File: src/rtl/wb_arb_pkg.sv
// Shared widths, reserved register index and grant-source encoding for the
// register-file write-port arbiter.
package wb_arb_pkg;

    localparam int DATA_W   = 32;
    localparam int ADDR_W   = 5;
    localparam int ZERO_REG = 0;

    typedef enum logic [1:0] {
        GNT_NONE = 2'd0,
        GNT_PIPE = 2'd1,
        GNT_FIFO = 2'd2,
        GNT_BYP  = 2'd3
    } gnt_src_t;

endpackage

File: src/rtl/wb_llu_fifo.sv
// In-order queue of {rd,data} long-latency results waiting for a free write slot.
// Clocked on the falling edge to line up with the WB stage.
module wb_llu_fifo #(
    parameter int DATA_W = 32,
    parameter int ADDR_W = 5,
    parameter int DEPTH  = 2
) (
    input  logic                   Clk,
    input  logic                   Reset_n,
    input  logic                   push,
    input  logic [ADDR_W-1:0]      push_rd,
    input  logic [DATA_W-1:0]      push_data,
    input  logic                   pop,
    output logic [ADDR_W-1:0]      head_rd,
    output logic [DATA_W-1:0]      head_data,
    output logic                   full,
    output logic                   empty,
    output logic [$clog2(DEPTH):0] count
);

    localparam int PTR_W = $clog2(DEPTH);
    localparam int CNT_W = PTR_W + 1;

    logic [ADDR_W-1:0] rd_mem   [DEPTH];
    logic [DATA_W-1:0] data_mem [DEPTH];
    logic [PTR_W-1:0]  wr_ptr;
    logic [PTR_W-1:0]  rd_ptr;
    logic              do_push;
    logic              do_pop;

    assign full      = (count == CNT_W'(DEPTH));
    assign empty     = (count == '0);
    assign do_push   = push && !full;
    assign do_pop    = pop && !empty;
    assign head_rd   = rd_mem[rd_ptr];
    assign head_data = data_mem[rd_ptr];

    // Storage needs no reset: an entry is only read after it has been written.
    always_ff @(negedge Clk) begin
        if (do_push) begin
            rd_mem[wr_ptr]   <= push_rd;
            data_mem[wr_ptr] <= push_data;
        end
    end

    always_ff @(negedge Clk or negedge Reset_n) begin
        if (!Reset_n) begin
            wr_ptr <= '0;
            rd_ptr <= '0;
            count  <= '0;
        end else begin
            if (do_push)
                wr_ptr <= wr_ptr + PTR_W'(1);
            if (do_pop)
                rd_ptr <= rd_ptr + PTR_W'(1);
            if (do_push && !do_pop)
                count <= count + CNT_W'(1);
            else if (!do_push && do_pop)
                count <= count - CNT_W'(1);
        end
    end

endmodule

File: src/rtl/wb_port_arbiter.sv
// Shares the register-file write port between the WB stage (always wins) and
// long-latency results, which queue and drain into idle slots.
module wb_port_arbiter
    import wb_arb_pkg::*;
#(
    parameter int DATA_W   = wb_arb_pkg::DATA_W,
    parameter int ADDR_W   = wb_arb_pkg::ADDR_W,
    parameter int DEPTH    = 2,
    parameter int MAX_WAIT = 4
) (
    input  logic              Clk,
    input  logic              Reset_n,
    input  logic [ADDR_W-1:0] WBRd,
    input  logic [DATA_W-1:0] WBData,
    input  logic              WBRegWrite,
    input  logic              LluValid,
    input  logic [ADDR_W-1:0] LluRd,
    input  logic [DATA_W-1:0] LluData,
    output logic              LluReady,
    output logic              RfWe,
    output logic [ADDR_W-1:0] RfWaddr,
    output logic [DATA_W-1:0] RfWdata,
    output logic              StallReq,
    output logic              LluPending
);

    localparam int CNT_W  = $clog2(DEPTH) + 1;
    localparam int WAIT_W = $clog2(MAX_WAIT + 1);

    logic              pipe_req;
    logic              llu_accept;
    logic              llu_keep;
    logic              fifo_push;
    logic              fifo_pop;
    logic              fifo_full;
    logic              fifo_empty;
    logic [CNT_W-1:0]  fifo_count;
    logic [ADDR_W-1:0] head_rd;
    logic [DATA_W-1:0] head_data;
    logic [WAIT_W-1:0] wait_cnt;
    logic [WAIT_W-1:0] wait_nxt;
    gnt_src_t          grant;

    assign pipe_req   = WBRegWrite && (WBRd != ADDR_W'(ZERO_REG));
    assign LluReady   = Reset_n && (fifo_count < CNT_W'(DEPTH));
    assign LluPending = !fifo_empty;
    assign llu_accept = LluValid && LluReady;
    // Results for the zero register complete the handshake but are dropped.
    assign llu_keep   = llu_accept && (LluRd != ADDR_W'(ZERO_REG));

    // Queued results go before a fresh one so LLU writes never reorder.
    always_comb begin
        grant = GNT_NONE;
        if (pipe_req)
            grant = GNT_PIPE;
        else if (!fifo_empty)
            grant = GNT_FIFO;
        else if (llu_keep)
            grant = GNT_BYP;
    end

    assign fifo_pop  = (grant == GNT_FIFO);
    assign fifo_push = llu_keep && (grant == GNT_PIPE || grant == GNT_FIFO);

    always_comb begin
        wait_nxt = wait_cnt;
        if (grant == GNT_FIFO || grant == GNT_BYP)
            wait_nxt = '0;
        else if (grant == GNT_PIPE && (!fifo_empty || LluValid)
                 && wait_cnt != WAIT_W'(MAX_WAIT))
            wait_nxt = wait_cnt + WAIT_W'(1);
    end

    wb_llu_fifo #(
        .DATA_W (DATA_W),
        .ADDR_W (ADDR_W),
        .DEPTH  (DEPTH)
    ) u_fifo (
        .Clk       (Clk),
        .Reset_n   (Reset_n),
        .push      (fifo_push),
        .push_rd   (LluRd),
        .push_data (LluData),
        .pop       (fifo_pop),
        .head_rd   (head_rd),
        .head_data (head_data),
        .full      (fifo_full),
        .empty     (fifo_empty),
        .count     (fifo_count)
    );

    // Address and data hold their last value on idle slots; only RfWe drops.
    always_ff @(negedge Clk or negedge Reset_n) begin
        if (!Reset_n) begin
            RfWe     <= 1'b0;
            RfWaddr  <= '0;
            RfWdata  <= '0;
            StallReq <= 1'b0;
            wait_cnt <= '0;
        end else begin
            wait_cnt <= wait_nxt;
            StallReq <= (wait_nxt == WAIT_W'(MAX_WAIT));
            case (grant)
                GNT_PIPE: begin
                    RfWe    <= 1'b1;
                    RfWaddr <= WBRd;
                    RfWdata <= WBData;
                end
                GNT_FIFO: begin
                    RfWe    <= 1'b1;
                    RfWaddr <= head_rd;
                    RfWdata <= head_data;
                end
                GNT_BYP: begin
                    RfWe    <= 1'b1;
                    RfWaddr <= LluRd;
                    RfWdata <= LluData;
                end
                default: RfWe <= 1'b0;
            endcase
        end
    end

endmodule
File: config.mk
export PLATFORM = sky130hd
export DESIGN_NAME = wb_port_arbiter
export DESIGN_NICKNAME = d
export VERILOG_FILES = /design/src/rtl/wb_arb_pkg.sv /design/src/rtl/wb_llu_fifo.sv /design/src/rtl/wb_port_arbiter.sv
export SDC_FILE = /design/constraint.sdc
export NUM_CORES = 1
export LEC_CHECK = 0
export CAP_MARGIN = 20
export CORE_MARGIN = 1.5
export CORE_UTILIZATION = 23
export DETAILED_ROUTE_END_ITERATION = 7
export PLACE_DENSITY_LB_ADDON = 0.12
export SLEW_MARGIN = 30
export SYNTH_ARGS = -nofsm -noshare
export SYNTH_HDL_FRONTEND = slang
export SYNTH_HIERARCHICAL = 1
export SYNTH_SLANG_ARGS = --single-unit
File: constraint.sdc
create_clock -name Clk -period 9.75 [get_ports Clk]
set_input_delay 1.4625 -clock Clk [delete_from_list [all_inputs] [get_ports Clk]]
set_output_delay 1.4625 -clock Clk [all_outputs]
set_load 0.005 [all_outputs]
==> summary.txt, run 1 <==
Run status
  • Status: finished clean

Global route
  • Grt total ovfl: 0
  • Initial antenna violation count: 0
  • Number of global-route vias before repair: 4415
  • Global Route Usage Sum: 13.10%
  • Largest net degree at the start of global routing: 48
  • First-pass GRT wire length: 24040 um

Cells and area
  • Leading cell type in the layout, fill and taps excluded: clkdlybuf4s50_1
  • Ant. Diodes: 0
  • Commonest cells after routing, fill and taps aside: 117 x clkdlybuf4s50_1, 111 x inv_1, 74 x edfxtp_1
  • Nets@finish: 686
  • Area Overhead vs Synth: 44.10%
  • Layout cells sized above 1: 15.37%

Synthesis
  • Mapped Cells: 413
  • Syn avg cell area: 13.23 um2
  • Synth warn: 6
  • Netlist Area Pre-Place: 5464 um2
  • Syn_nets: 494

STA
  • Final-report max-slew violation count: 0
  • Final setup viols: 0
  • Fin worst setup slack: 1289 ps
  • Final hold viol count: 0
  • Worst hold margin: 417.6 ps
  • Worst slew pin tran: 805.9 ps
  • Rel. slew slack: 46.27%
  • RSZ-0062 raised after global routing: no
  • Setup TNS: 0 ps
  • Layout Skew: 57.62 ps

Place
  • GPL Wtd Cong: 0.6933
  • Dpl ws: 855.9 ps
  • Hpwl dp: 9893 um
  • Port Buffers: 118

Pwr
  • Int Power: 0.001429 W
  • VDD IR max: 0.1318 mV
  • Sw Pwr: 0.0006472 W
  • P per Cell Area: 263.7 nW/um2
  • Clock power share: 36.6%
  • Sequential power share: 34.6%
  • Share of power burned in combinational logic: 28.9%
  • Switch share: 31.18%
  • Leakage power: 3.179 nW

Route
  • Post-Route WL: 15410 um
  • DR WL/cell: 16.44 um
  • Initial DRC Count: 177
  • 1st-pass router iterations: 4
  • Antenna viol nets, final: 0
  • Vias per cell: 4.416
  • Via count: 4138
  • Drc violations: 0

Worst setup path
  • Buf/Inv on CP: 1
  • Critical Path RT: 5100 ps
  • Startpoint Class: input pin
  • Critical path class: input pin to flip-flop
  • Worst-path cell chain: clkdlybuf4s50_1 -> or3_4 -> o31a_2 -> nor2_1 -> o21ai_1 -> ha_1 -> xor2_1 -> nor2_1 -> xor2_1
  • CP max stage delay: 580 ps
  • CP top delay family: compound AO/OA/AOI/OAI gates
  • Worst setup EP type: flip-flop
  • Critical path fanouts, max: 33
  • Slowest-stage cell, CP: o31a_2
  • Worst EP arrival: 3810 ps

Die
  • Horiz. Die Dim: 157.1 um
  • Ports: 119
  • Initial Utilization: 23.35%
  • Core area: 23400 um2
  • Die area: 24690 um2
  • Num rows: 56
  • Die Height: 157.1 um

CTS
  • Clock sinks: 120
  • Post-CTS setup buffer count: 0
  • Hold Buf Count CTS: 0
  • Max Root-Sink Buffers: 2
  • Clk slew on worst S/H paths: 40 ps
  • Root Driver: clkbuf_16
  • CTS resizes: 0
  • Worst skew pair latency: 450 ps
  • Total CTS buffers: 17
  • H-tree level count: 4
  • CTS tree: done

Run
  • Max Cap Viol: 0

Hold path
  • Hold/Removal Path Class: flip-flop to flip-flop
[power by group through the flow]
stage | sequential, W | clock (W) | combinational, W
after CTS | 0.000720 | 0.000781 | 0.000611
after detailed placement | 0.000725 | 0.0000458 | 0.000608
after global routing | 0.000732 | 0.000832 | 0.000654
final | 0.000718 | 0.000759 | 0.000599
after global placement | 0.000723 | 0.0000458 | 0.000604
after floorplan | 0.000717 | 0.0000458 | 0.000348
[path summary, 6_finish.rpt]
kind,from,end,slack [ps],cells after the start
setup / recovery,WBRd[0],u_fifo/count[1],1290,9
hold / removal,u_fifo/rd_ptr,u_fifo/rd_ptr,420,1
setup reg to reg,u_fifo/count[1],u_fifo/count[1],7000,11
hold reg to reg,u_fifo/rd_ptr,u_fifo/rd_ptr,420,1
max in group asynchronous,Reset_n,RfWdata[18],3270,2
min in group asynchronous,Reset_n,StallReq,5990,2
[per-stage QoR]
stage	utilization, %	instances	instance area (um2)	power (W)
after floorplan	-	413	5464	0.001110
after global placement	29.83	832	6980	0.001373
after detailed placement	29.83	832	6980	0.001379
after CTS	33.65	937	7874	0.002113
after global routing	33.65	937	7874	0.002219
final	33.65	937	7874	0.002076
[sequential cells by signal, summed over array words and instances, names as in the netlist]
| name | flops |
|---|---|
| RfWe | 1 |
| RfWdata | 32 |
| RfWaddr | 5 |
| wait_cnt | 3 |
| u_fifo/wr_ptr | 1 |
| u_fifo/count | 2 |
| StallReq | 1 |
| u_fifo/rd_ptr | 1 |
| u_fifo/rd_mem | 10 |
| u_fifo/data_mem | 64 |
[layer usage]
layer / up-vias / share of wire (%) / GRT usage, %
met1: 2075 / 47 / 16.98
li1: 1947 / - / -
met5: - / 0 / 0
met4: 0 / 1.2 / 4.852
met3: 15 / 5.0 / 3.331
met2: 101 / 47 / 21.07
[cell type report]
cell class | count | area (um2)
fillers | 2430 | 15530
flip-flops and latches | 120 | 3373
multi-input cells | 224 | 1795
repair buffers | 130 | 1266
clock buffers | 23 | 531.8
well taps | 319 | 399.1
clock inverters | 83 | 365.4
inverters | 38 | 142.6
Power figures use the tool's default switching activity.
==> inputs of run 2 (changes only) <==
--- a/config.mk
+++ b/config.mk
@@ -10,6 +10,7 @@
 export CORE_UTILIZATION = 23
 export DETAILED_ROUTE_END_ITERATION = 7
 export PLACE_DENSITY_LB_ADDON = 0.12
+export SKIP_LAST_GASP = 1
 export SLEW_MARGIN = 30
 export SYNTH_ARGS = -nofsm -noshare
 export SYNTH_HDL_FRONTEND = slang
==> results of run 2 <==
The final DEF is identical to that of run 1; final timing and power are the same.
==> inputs of run 3 (changes only) <==
--- a/config.mk
+++ b/config.mk
@@ -5,6 +5,7 @@
 export SDC_FILE = /design/constraint.sdc
 export NUM_CORES = 1
 export LEC_CHECK = 0
+export ABC_CLOCK_PERIOD_IN_PS = 9750
 export CAP_MARGIN = 20
 export CORE_MARGIN = 1.5
 export CORE_UTILIZATION = 23
@@ -14,5 +15,4 @@
 export SLEW_MARGIN = 30
 export SYNTH_ARGS = -nofsm -noshare
 export SYNTH_HDL_FRONTEND = slang
-export SYNTH_HIERARCHICAL = 1
 export SYNTH_SLANG_ARGS = --single-unit
==> summary.txt, run 3 <==
Run status
  • Status: finished clean

Hold path
  • Hold/Removal Path Class: flip-flop to flip-flop
  • Hold Crit Depth: 1 (unchanged)
  • Hold Crit Start: u_fifo.count[0]
  • Hold Path Sink: u_fifo.count[0]

Die
  • Die Height: 151.0 um (-3.9%)
  • Num rows: 53 (-5.4%)
  • Core area: 21290 um2 (-9.0%)
  • Horiz. Die Dim: 151.0 um (-3.9%)
  • Die area: 22810 um2 (-7.6%)
  • Ports: 119 (unchanged)
  • Initial Utilization: 23.68% (+0.33 points)

Pwr
  • Clock power share: 36.7% (about the same)
  • Share of power burned in combinational logic: 27.2% (-1.7 points)
  • Total power draw: 0.002028 W (-2.3%)
  • P per Cell Area: 271.4 nW/um2 (+2.9%)
  • Int Power: 0.001407 W (-1.5%)
  • Switch share: 30.62% (-0.55 points)
  • VDD IR max: 0.1257 mV (-4.6%)
  • Sw Pwr: 0.0006209 W (-4.1%)
  • Leakage power: 3.005 nW (-5.5%)
  • Sequential power share: 36.1% (+1.5 points)

STA
  • Rel. slew slack: 40.65% (-5.6 points)
  • Layout Skew: 56.85 ps (-0.7665 ps)
  • RSZ-0062 raised after global routing: no
  • Final-report max-slew violation count: 0 (unchanged)
  • Worst slew pin tran: 890.3 ps (+84.39 ps)
  • Final hold viol count: 0 (unchanged)
  • Final setup viols: 0 (unchanged)
  • Setup TNS: 0 ps (unchanged)

Worst setup path
  • Worst setup EP type: flip-flop
  • Reg-to-Reg End: u_fifo.count[1]
  • Worst-path cell chain: clkdlybuf4s50_1 -> or4_1 -> o211a_1 -> a21oi_2 -> ha_2 -> nand2_1 -> ha_1 -> xor2_1 -> nor2_1 -> xor2_1
  • Critical path class: input pin to flip-flop
  • Worst EP arrival: 4140 ps (+330 ps)
  • Critical path fanouts, max: 13 (-61%)
  • Slowest-stage cell, CP: or4_1
  • Critical Path RT: 5100 ps (about the same)
  • R2r startpoint: u_fifo.count[1]
  • Reg2Reg Depth: 10 (-1)
  • Crit path top cell by count: xor2_1
  • CP max stage delay: 550 ps (-30 ps)
  • Startpoint Class: input pin
  • Worst R2R Setup Slack: 7270 ps (+270 ps)

CTS
  • Total CTS buffers: 17 (unchanged)
  • Clk slew on worst S/H paths: 40 ps (about the same)
  • Clock sinks: 120 (unchanged)
  • Max Root-Sink Buffers: 2 (unchanged)
  • Worst skew pair latency: 440 ps (about the same)
  • CTS resizes: 0 (unchanged)
  • CTS tree: done
  • H-tree level count: 4 (unchanged)
  • Hold Buf Count CTS: 0 (unchanged)
  • Root Driver: clkbuf_16
  • Post-CTS setup buffer count: 0 (unchanged)

Cells and area
  • Ant. Diodes: 0 (unchanged)
  • Fill count: 2138 (-12%)
  • Largest regs: u_fifo.data_mem x64, RfWdata x32, u_fifo.rd_mem x10
  • Area Overhead vs Synth: 48.26%
  • Post-route cell area: 7472 um2 (-5.1%)
  • Nets@finish: 662 (-3.5%)
  • Commonest cells after routing, fill and taps aside: 117 x clkdlybuf4s50_1, 79 x inv_1, 74 x edfxtp_1
  • Layout cells sized above 1: 15.91% (+0.53 points)
  • Largest Register: u_fifo.data_mem
  • Leading cell type in the layout, fill and taps excluded: clkdlybuf4s50_1
  • Max reg flops: 64 (unchanged)

Synthesis
  • Ys flop type: edfxtp_1
  • Mapped Cells: 380 (-8.0%)
  • Netlist Area Pre-Place: 5040 um2 (-7.8%)
  • Synth top area share: 44.09%
  • Most common cell in the netlist: edfxtp_1
  • Asr flop ratio synth: 38.33%
  • Post-synth EDFFs: 74
  • Synth Register Bits: 120
  • Syn_nets: 464 (-6.1%)
  • Syn avg cell area: 13.26 um2 (+0.25%)
  • Post-synth top cells: 74 x edfxtp_1, 46 x dfrtn_1, 42 x nor2_1
  • Synth area leader: edfxtp_1
  • Yosys cell types: 33
  • Synth warn: 0 (-6)
  • Sequential share of the synthesized area: 66.93%
  • Area contributors post-synth: edfxtp_1 44%, dfrtn_1 23%, mux2_2 8.3%

Route
  • 1st-pass router iterations: 4 (unchanged)
  • Antenna viol nets, final: 0 (unchanged)
  • Post-Route WL: 14020 um (-9.0%)
  • Vias per cell: 4.324 (-2.1%)
  • Drc violations: 0 (unchanged)
  • Initial DRC Count: 167 (-5.6%)
  • DR WL/cell: 16.19 um (-1.5%)
  • Via count: 3745 (-9.5%)

Place
  • GPL Wtd Cong: 0.7667 (+11%)
  • Hpwl dp: 9090 um (-8.1%)
  • Post-DP Area: 6596 um2 (-5.5%)
  • Port Buffers: 118 (unchanged)

Run
  • Max Cap Viol: 0 (unchanged)

Global route
  • Grt total ovfl: 0 (unchanged)
  • Number of global-route vias before repair: 3922 (-11%)
  • First-pass GRT wire length: 21620 um (-10%)
  • Initial antenna violation count: 1 (+1)
  • Global Route Usage Sum: 13.00% (-0.10 points)
  • Largest net degree at the start of global routing: 47 (-2.1%)
run 3: cell count changes in the layout (fill, tap and decap cells not counted), moves of 5 or more:
cell and change:
a2bb2oi_1 -5, inv_1 -32, a31oi_1 +37, nand2_1 +9, mux2_4 -20, mux2_2 +20, nand3_1 -28, a32oi_1 -33
nor2_1 +32, a22oi_1 +37, o211ai_1 -33
run 3: kinds of logic (layout without fill, tap and decap cells):
group                      after synthesis  after routing  share of synthesized area, %
muxes                                   38             38                         8.466
xor gates and xnor gates                 5              5                        0.8691
and+or+nand+nor                         91             91                         7.324
buffers and inverters                   31            242                         2.433
adders and majority gates                6              6                         1.490
AOI/OAI and AO/OA                       89             89                         12.49
DFF                                    120            120                         66.93
run 3: how the worst max path moves through the flow:
stage | depth (start not counted) | to | slack [ps] | start
after global placement | 10 | RfWaddr[1] | 560 | LluRd[1]
after floorplan | 7 | u_fifo.data_mem[0][0] | 50 | LluRd[1]
after global routing | 10 | RfWdata[1] | 750 | LluRd[1]
after CTS | 10 | RfWdata[5] | 920 | LluRd[1]
after detailed placement | 10 | RfWaddr[2] | 480 | LluRd[1]
final | 10 | u_fifo.count[1] | 960 | LluRd[1]
run 3: per-stage QoR:
step	utilization (%)	std cells	hold WS (ps)	setup slack [ps]
final	35.10	866	482.2	962.3
after global routing	35.10	866	498.9	752.0
after floorplan	-	380	410.5	53.06
after global placement	30.99	761	471.3	558.8
after CTS	35.10	866	484.9	922.7
after detailed placement	30.99	761	483.3	483.2
run 3: power by group through the flow:
stage / Clock, W / Combinational [W] / Sequential (W)
floorplan: 0.0000458 / 0.000285 / 0.000719
detailed placement: 0.0000458 / 0.000565 / 0.000739
CTS: 0.000769 / 0.000567 / 0.000734
global route: 0.000820 / 0.000612 / 0.000746
finish: 0.000745 / 0.000552 / 0.000731
global placement: 0.0000458 / 0.000562 / 0.000736
run 3: area by class of cell:
cell class	count	area [um2]	area share [%]
clock buffer	17	425.4	5.693
clock inverter	89	454.2	6.078
inverter	7	26.28	0.3516
multi-input combinational	229	1565	20.95
sequential	120	3373	45.14
tap	275	344.1	4.605
timing repair buffer	129	1284	17.18
run 3: routing by layer:
metal | part of all wire, % | vias to the layer above | track usage, %
li1 | - | 1826 | -
met4 | 0.74 | 0 | 5.243
met2 | 52 | 74 | 22.17
met1 | 44 | 1837 | 16.05
met5 | 0 | - | 0
met3 | 3.6 | 8 | 2.620
run 3: worst max-delay path, delay by kind of cell:
family / cells / cell delay, ps
xor+xnor: 2 / 220
compound gates: 2 / 510
simple gates: 3 / 820
fa+ha+maj: 2 / 660
buf+inv: 1 / 470
==> patch 1 (settings of run 3) <==
`DEPTH` is set to 2 in 2 places; all go to 4.
--- a/src/rtl/wb_llu_fifo.sv
+++ b/src/rtl/wb_llu_fifo.sv
@@ -3,7 +3,7 @@
 module wb_llu_fifo #(
     parameter int DATA_W = 32,
     parameter int ADDR_W = 5,
-    parameter int DEPTH  = 2
+    parameter int DEPTH  = 4
 ) (
     input  logic                   Clk,
     input  logic                   Reset_n,
--- a/src/rtl/wb_port_arbiter.sv
+++ b/src/rtl/wb_port_arbiter.sv
@@ -5,7 +5,7 @@
 #(
     parameter int DATA_W   = wb_arb_pkg::DATA_W,
     parameter int ADDR_W   = wb_arb_pkg::ADDR_W,
-    parameter int DEPTH    = 2,
+    parameter int DEPTH    = 4,
     parameter int MAX_WAIT = 4
 ) (
     input  logic              Clk,
Check against the original RTL: not equivalent (a bounded check fails within 4 cycles, from zero or initial values and one cycle with Reset_n low).
==> patch 1 against run 3 <==
Wire length grew 65%. Combinational power grew 36%. Sequential cell count is 77 higher. Register-to-register slack got worse by 0.34 ns. Area after synthesis increased by 61%. Non-clock buffer count increased by 17. Count of clock-buffer cells in the layout unchanged. Sequential power is 50% higher. Worst setup slack worse by 0.39 ns. Cell area increased by 49%. Power rose by 37%. Critical path type unchanged. Critical endpoint is now u_fifo.count[2]$_DFFE_NN0P_. Largest power group is now registers. Highest routed layer unchanged.
==> patch 1: results (changes against run 3) <==
Layout
  – Top flop regs: u_fifo.data_mem: 128 flops, RfWdata: 32 flops, u_fifo.rd_mem: 20 flops
  – Number of inserted diodes: 0 (unchanged)
  – Filler cell count: 3,530 (+65%)
  – Fin nets: 888 (+34%)
  – Ratio of cells with drive above 1 in the final layout: 0.09371 (-0.06534)
  – Non-Filler Instances: 1,266 (+46%)

Critical path
  – Kind of cell adding the most delay to the critical path: adder cells
  – Crit path launch: WBRd[1]
  – Setup slack, reg-to-reg: 6.93 ns (-0.34 ns)
  – Reg-to-Reg Start: u_fifo.count[2]$_DFFE_NN0P_
  – Maximum net fanout on the critical path: 4 (-9)
  – Critical R2R Capture: u_fifo.count[2]$_DFFE_NN0P_
  – Largest stage delay on the critical path: 0.52 ns (-0.03 ns)

Yosys
  – Share of synthesized area occupied by flip-flops and latches: 0.6968 (+0.02749)
  – Mux contribution to synthesized area: 0.09425 (+0.009592)
  – Xor and xnor area share after synthesis: 0.006458 (-0.002232)
  – Share of synthesized flip-flops with an asynchronous set or reset: 0.2487 (-0.1346)
  – Top cell types by occurrence after synthesis: edfxtp_1, mux2i_1, dfrtn_1, o22a_1, o22ai_1
  – Leading post-synthesis cells by cell area: edfxtp_1, dfrtn_1, mux2i_1, o22a_1, o22ai_1
  – Arithmetic-cell share of the synthesized area counting full adders, half adders and majority gates: 0.01937 (+0.004477)
  – Post-synthesis net count: 611 (+32%)
  – Post-Syn Instances: 521 (+37%)
  – Share of the synthesized area in compound gates (AO/OA/AOI/OAI): 0.1265 (+0.001662)
  – Post-synthesis cell type count: 41 (+24%)
  – Number of flops mapped to enable cells by yosys: 148 (+100%)

Timing
  – Clock Skew: 0.07550 ns (+0.01864 ns)
  – Least-Margin Pin Slew: 0.7801 ns (-0.1102 ns)
  – Worst hold slack: 0.4474 ns (-0.03484 ns)

Global routing
  – Via count of the first global-routing pass: 5,690 (+45%)
  – Wire length of the first global-routing pass: 34,350 um (+59%)
  – Overall routing resource usage: 0.1291 (-0.0009315)
  – Largest net degree at the start of global routing: 50 (+6.4%)
  – Initial antenna violation count: 0 (-1)

Clock network
  – Maximum level of the CTS H-tree: 4 (unchanged)
  – Worst skew pair latency: 0.48 ns (+0.04 ns)
  – # resized after CTS: 0 (unchanged)
  – CTS max path bufs: 2 (unchanged)

Drt
  – Drt first-iter violations: 264 (+58%)
  – Average via count per standard cell: 4.404 (+1.8%)
  – Post-DR wirelength/cell: 18.23 um (+13%)

Run status
  – Outcome: complete, no violations

Power and ir drop
  – Leak Pwr: 4.599 nW (+53%)
  – IR Drop Worst-Case VDD: 0.1293 mV (+2.8%)

Min path
  – Cells on Worst Hold Path: 1 (unchanged)
  – Critical hold path startpoint: RfWdata[22]$_DFFE_NN0P_
  – Min-Delay Endpoint: RfWdata[22]$_DFFE_NN0P_

Place
  – Placed Area: 9970 sq um (+51%)
  – Final weighted congestion of routability-driven global placement: 0.6862 (-10%)
  – Cell count after placement: 1,087 (+43%)
  – Final HPWL from detailed placement: 14,580 um (+60%)
==> patch 1: cell count changes after synthesis, sizes merged, moves of 35 or more <==
cell           run 3  this run
edfxtp            74       148
mux2              37         2
a22oi             37         0
o22a               0        37
mux2i              1        74
nor2              42         2
o22ai              0        37
a31oi             37         0
==> patch 1: final cells by class <==
type                    count  area, sq um  share of cell area
clock inverters           163        734.5             0.06601
well taps                 455        569.3             0.05117
clock buffers              17        425.4             0.03824
repair buffers            146         1401              0.1260
inverters                  25        93.84            0.008435
flip-flops and latches    197         5670              0.5097
multi-input cells         263         2231              0.2005
==> patch 1: through the flow <==
| step | power, mW | setup WS [ns] |
|---|---|---|
| 3_3_place_gp | 1.947 | 0.2722 |
| 4_1_cts | 2.830 | 0.5638 |
| 2_1_floorplan | 1.618 | 0.6653 |
| 3_5_place_dp | 1.968 | 0.1486 |
| 5_1_grt | 2.971 | 0.3287 |
| 6_report | 2.785 | 0.5698 |
==> patch 1: how the worst max path moves through the flow <==
stage,endpoint,slack [ns],depth (start not counted)
final,u_fifo.count[2]$_DFFE_NN0P_,0.57,12
after global placement,u_fifo.count[2]$_DFFE_NN0P_,0.27,12
after CTS,u_fifo.count[2]$_DFFE_NN0P_,0.56,12
after global routing,u_fifo.count[2]$_DFFE_NN0P_,0.33,12
after floorplan,u_fifo.count[1]$_DFFE_NN0P_,0.67,11
after detailed placement,u_fifo.count[2]$_DFFE_NN0P_,0.15,12
==> patch 1: power by group <==
part / switching (mW) / internal, mW
clock network: 0.507 / 0.428
registers: 0.0680 / 1.03
logic: 0.369 / 0.382
==> patch 1: routing by layer <==
layer  up-vias  wire, um  track usage
met5         -         0            0
met4         0       247      0.03395
met3        14       861      0.02313
met2       111     11010       0.2152
met1      2839     10960       0.1722
li1       2611         -            -
==> patch 2 (settings of run 3) <==
Without the edit above. Make the reset (`Reset_n`) synchronous in 2 clocked blocks.
--- a/src/rtl/wb_llu_fifo.sv
+++ b/src/rtl/wb_llu_fifo.sv
@@ -43,7 +43,7 @@
         end
     end
 
-    always_ff @(negedge Clk or negedge Reset_n) begin
+    always_ff @(negedge Clk) begin
         if (!Reset_n) begin
             wr_ptr <= '0;
             rd_ptr <= '0;
--- a/src/rtl/wb_port_arbiter.sv
+++ b/src/rtl/wb_port_arbiter.sv
@@ -90,7 +90,7 @@
     );
 
     // Address and data hold their last value on idle slots; only RfWe drops.
-    always_ff @(negedge Clk or negedge Reset_n) begin
+    always_ff @(negedge Clk) begin
         if (!Reset_n) begin
             RfWe     <= 1'b0;
             RfWaddr  <= '0;
Behaviour: differs if Reset_n is asserted again (counterexample within 4 cycles, from zero or initial values and one cycle with Reset_n low); with Reset_n held inactive, the same outputs for 4 cycles.
==> patch 2 against run 3 <==
Die area fell by 2.7%. Sequential share of layout area fell by 3.1 points. Via count rose by 12%. Worst setup slack worse by 0.22 ns. Global-route usage about the same. Final cell count grew 6.6%. Wire length shrank 0.61%. Cell area is 0.72% higher. Sequential cell count up 1. Area after synthesis shrank 2.7%. Register-to-register slack barely moved. First-iteration DRC count increased by 8.4%. Critical endpoint is now u_fifo.count[1]$_SDFFE_NN0P_.
Power is not compared: it rests on default switching activity, and its combinational part moved more than twofold at a synthesized area within 25%.
==> patch 2: results (changes against run 3) <==
Run status
  – Outcome: complete, no violations

Place
  – Placement Setup Slack: 0.2615 ns (-0.2218 ns)
  – Port-buffer cells: 118 (unchanged)
  – Final weighted congestion of routability-driven global placement: 0.7041 (-8.2%)
  – Placed Area: 6472 sq um (-1.9%)
  – Final HPWL from detailed placement: 8785 um (-3.4%)

Yosys
  – Top cell types by occurrence after synthesis: edfxtp_1, dfxtp_1, o21ai_0, nand2_1, a21oi_1
  – Number of flops mapped to enable cells by yosys: 74 (unchanged)
  – Post-synthesis net count: 474 (+2.2%)
  – Share of synthesized flip-flops with an asynchronous set or reset: 0 (-0.3833)
  – Share of synthesized area occupied by flip-flops and latches: 0.6451 (-0.02425)
  – Leading post-synthesis cells by cell area: edfxtp_1, dfxtp_1, mux2_2, a221oi_1, o21ai_0
  – Synth Warn #: 0 (unchanged)
  – Post-synthesis cell type count: 32 (-3.0%)

Global routing
  – Overall routing resource usage: 0.1296 (-0.0003740)
  – Wire length of the first global-routing pass: 22,070 um (+2.0%)
  – Via count of the first global-routing pass: 4,633 (+18%)
  – Initial antenna violation count: 0 (-1)
  – Largest net degree at the start of global routing: 45 (-4.3%)

Layout
  – Fin nets: 719 (+8.6%)
  – Top flop regs: u_fifo.data_mem: 64 flops, RfWdata: 32 flops, u_fifo.rd_mem: 10 flops
  – Filler cell count: 2,158 (+0.94%)
  – Design area: 7526 sq um (+0.72%)
  – Number of inserted diodes: 0 (unchanged)
  – Ratio of cells with drive above 1 in the final layout: 0.1466 (-0.01245)

Critical path
  – Largest stage delay on the critical path: about 0.56 ns
  – Kind of cell adding the most delay to the critical path: simple AND/OR/NAND/NOR gates
  – Critical Path AT: 4.50 ns (+0.36 ns)
  – Crit path max-delay cell type: or4_1
  – Maximum net fanout on the critical path: 4 (-9)

Timing
  – Clock Skew: 0.01618 ns (-0.04067 ns)
  – Worst-case headroom to the max-slew limit: 0.5939 (+0.1874)

Power and ir drop
  – Fraction of power consumed by sequential logic: 0.370
  – Logic gate share of total power: 0.152
  – Net Switching: 0.4987 mW
  – IR Drop Worst-Case VDD: 0.1198 mV
  – Leak Pwr: 3.023 nW

Clock network
  – CTS max path bufs: 2 (unchanged)
  – Maximum level of the CTS H-tree: 4 (unchanged)
  – Worst skew pair latency: 0.45 ns
  – # resized after CTS: 0 (unchanged)
  – Total setup buffers inserted after CTS: 0 (unchanged)
  – Total CTS buffers: 17 (unchanged)
  – Buffer type at the clock tree root: clkbuf_16
  – Clock transition time at the flip-flop clock pins of the worst setup and hold paths: 0.04 ns (about the same)

Drt
  – Vias after detailed routing: 4,181 (+12%)
  – First-pass iteration count of the detailed router: 4 (unchanged)
  – Drt first-iter violations: 181 (+8.4%)
  – Final wirelength: 13,940 um (-0.61%)

Min path
  – Worst Hold Class: flip-flop to flip-flop
patch 2: kinds of logic (layout without fill, tap and decap cells):
kind of cell | Yosys count | after routing | share of synthesized area
simple gates | 60 | 60 | 0.05461
xor+xnor | 3 | 3 | 0.005359
buf+inv | 35 | 293 | 0.02756
flops | 121 | 121 | 0.6451
fa+ha+maj | 6 | 6 | 0.01531
compound gates | 127 | 127 | 0.1651
mux | 38 | 38 | 0.08701
patch 2: area by class of cell:
cell class / count / share of cell area
flip-flops and latches: 121 / 0.4208
multi-input cells: 234 / 0.2165
repair buffers: 132 / 0.1762
clock inverters: 136 / 0.08030
clock buffers: 17 / 0.05653
well taps: 275 / 0.04572
inverters: 8 / 0.003990
patch 2: path summary, 6_finish.rpt:
path / start / endpoint / slack [ns] / cells past startpoint
max: LluRd[1] / u_fifo.count[1]$_SDFFE_NN0P_ / 0.75 / 11
min reg2reg: wait_cnt[0]$_SDFF_NN0_ / wait_cnt[0]$_SDFF_NN0_ / 0.50 / 2
max reg2reg: u_fifo.count[1]$_SDFFE_NN0P_ / u_fifo.count[1]$_SDFFE_NN0P_ / 7.28 / 10
min: wait_cnt[0]$_SDFF_NN0_ / wait_cnt[0]$_SDFF_NN0_ / 0.50 / 2
patch 2: per-stage QoR:
stage                     std cells  total power, mW
after floorplan                 390           0.8048
after global placement          770           0.9450
after detailed placement        770           0.9479
after CTS                       922            1.709
after global routing            923            1.790
final                           923            1.669
patch 2: routing by layer:
layer	part of all wire	wire length, um	vias to the layer above	track usage
li1	-	-	1986	-
met1	0.45	6227	2031	0.1547
met2	0.48	6633	150	0.1887
met3	0.062	861	14	0.05291
met4	0.015	215	0	0.09158
met5	0	0	-	0
patch 2: worst min-delay path: stages, from the launching register on:
cell	delay [ns]
dfxtp_1	0.31
o21ai_0	0.07
a21oi_1	0.06
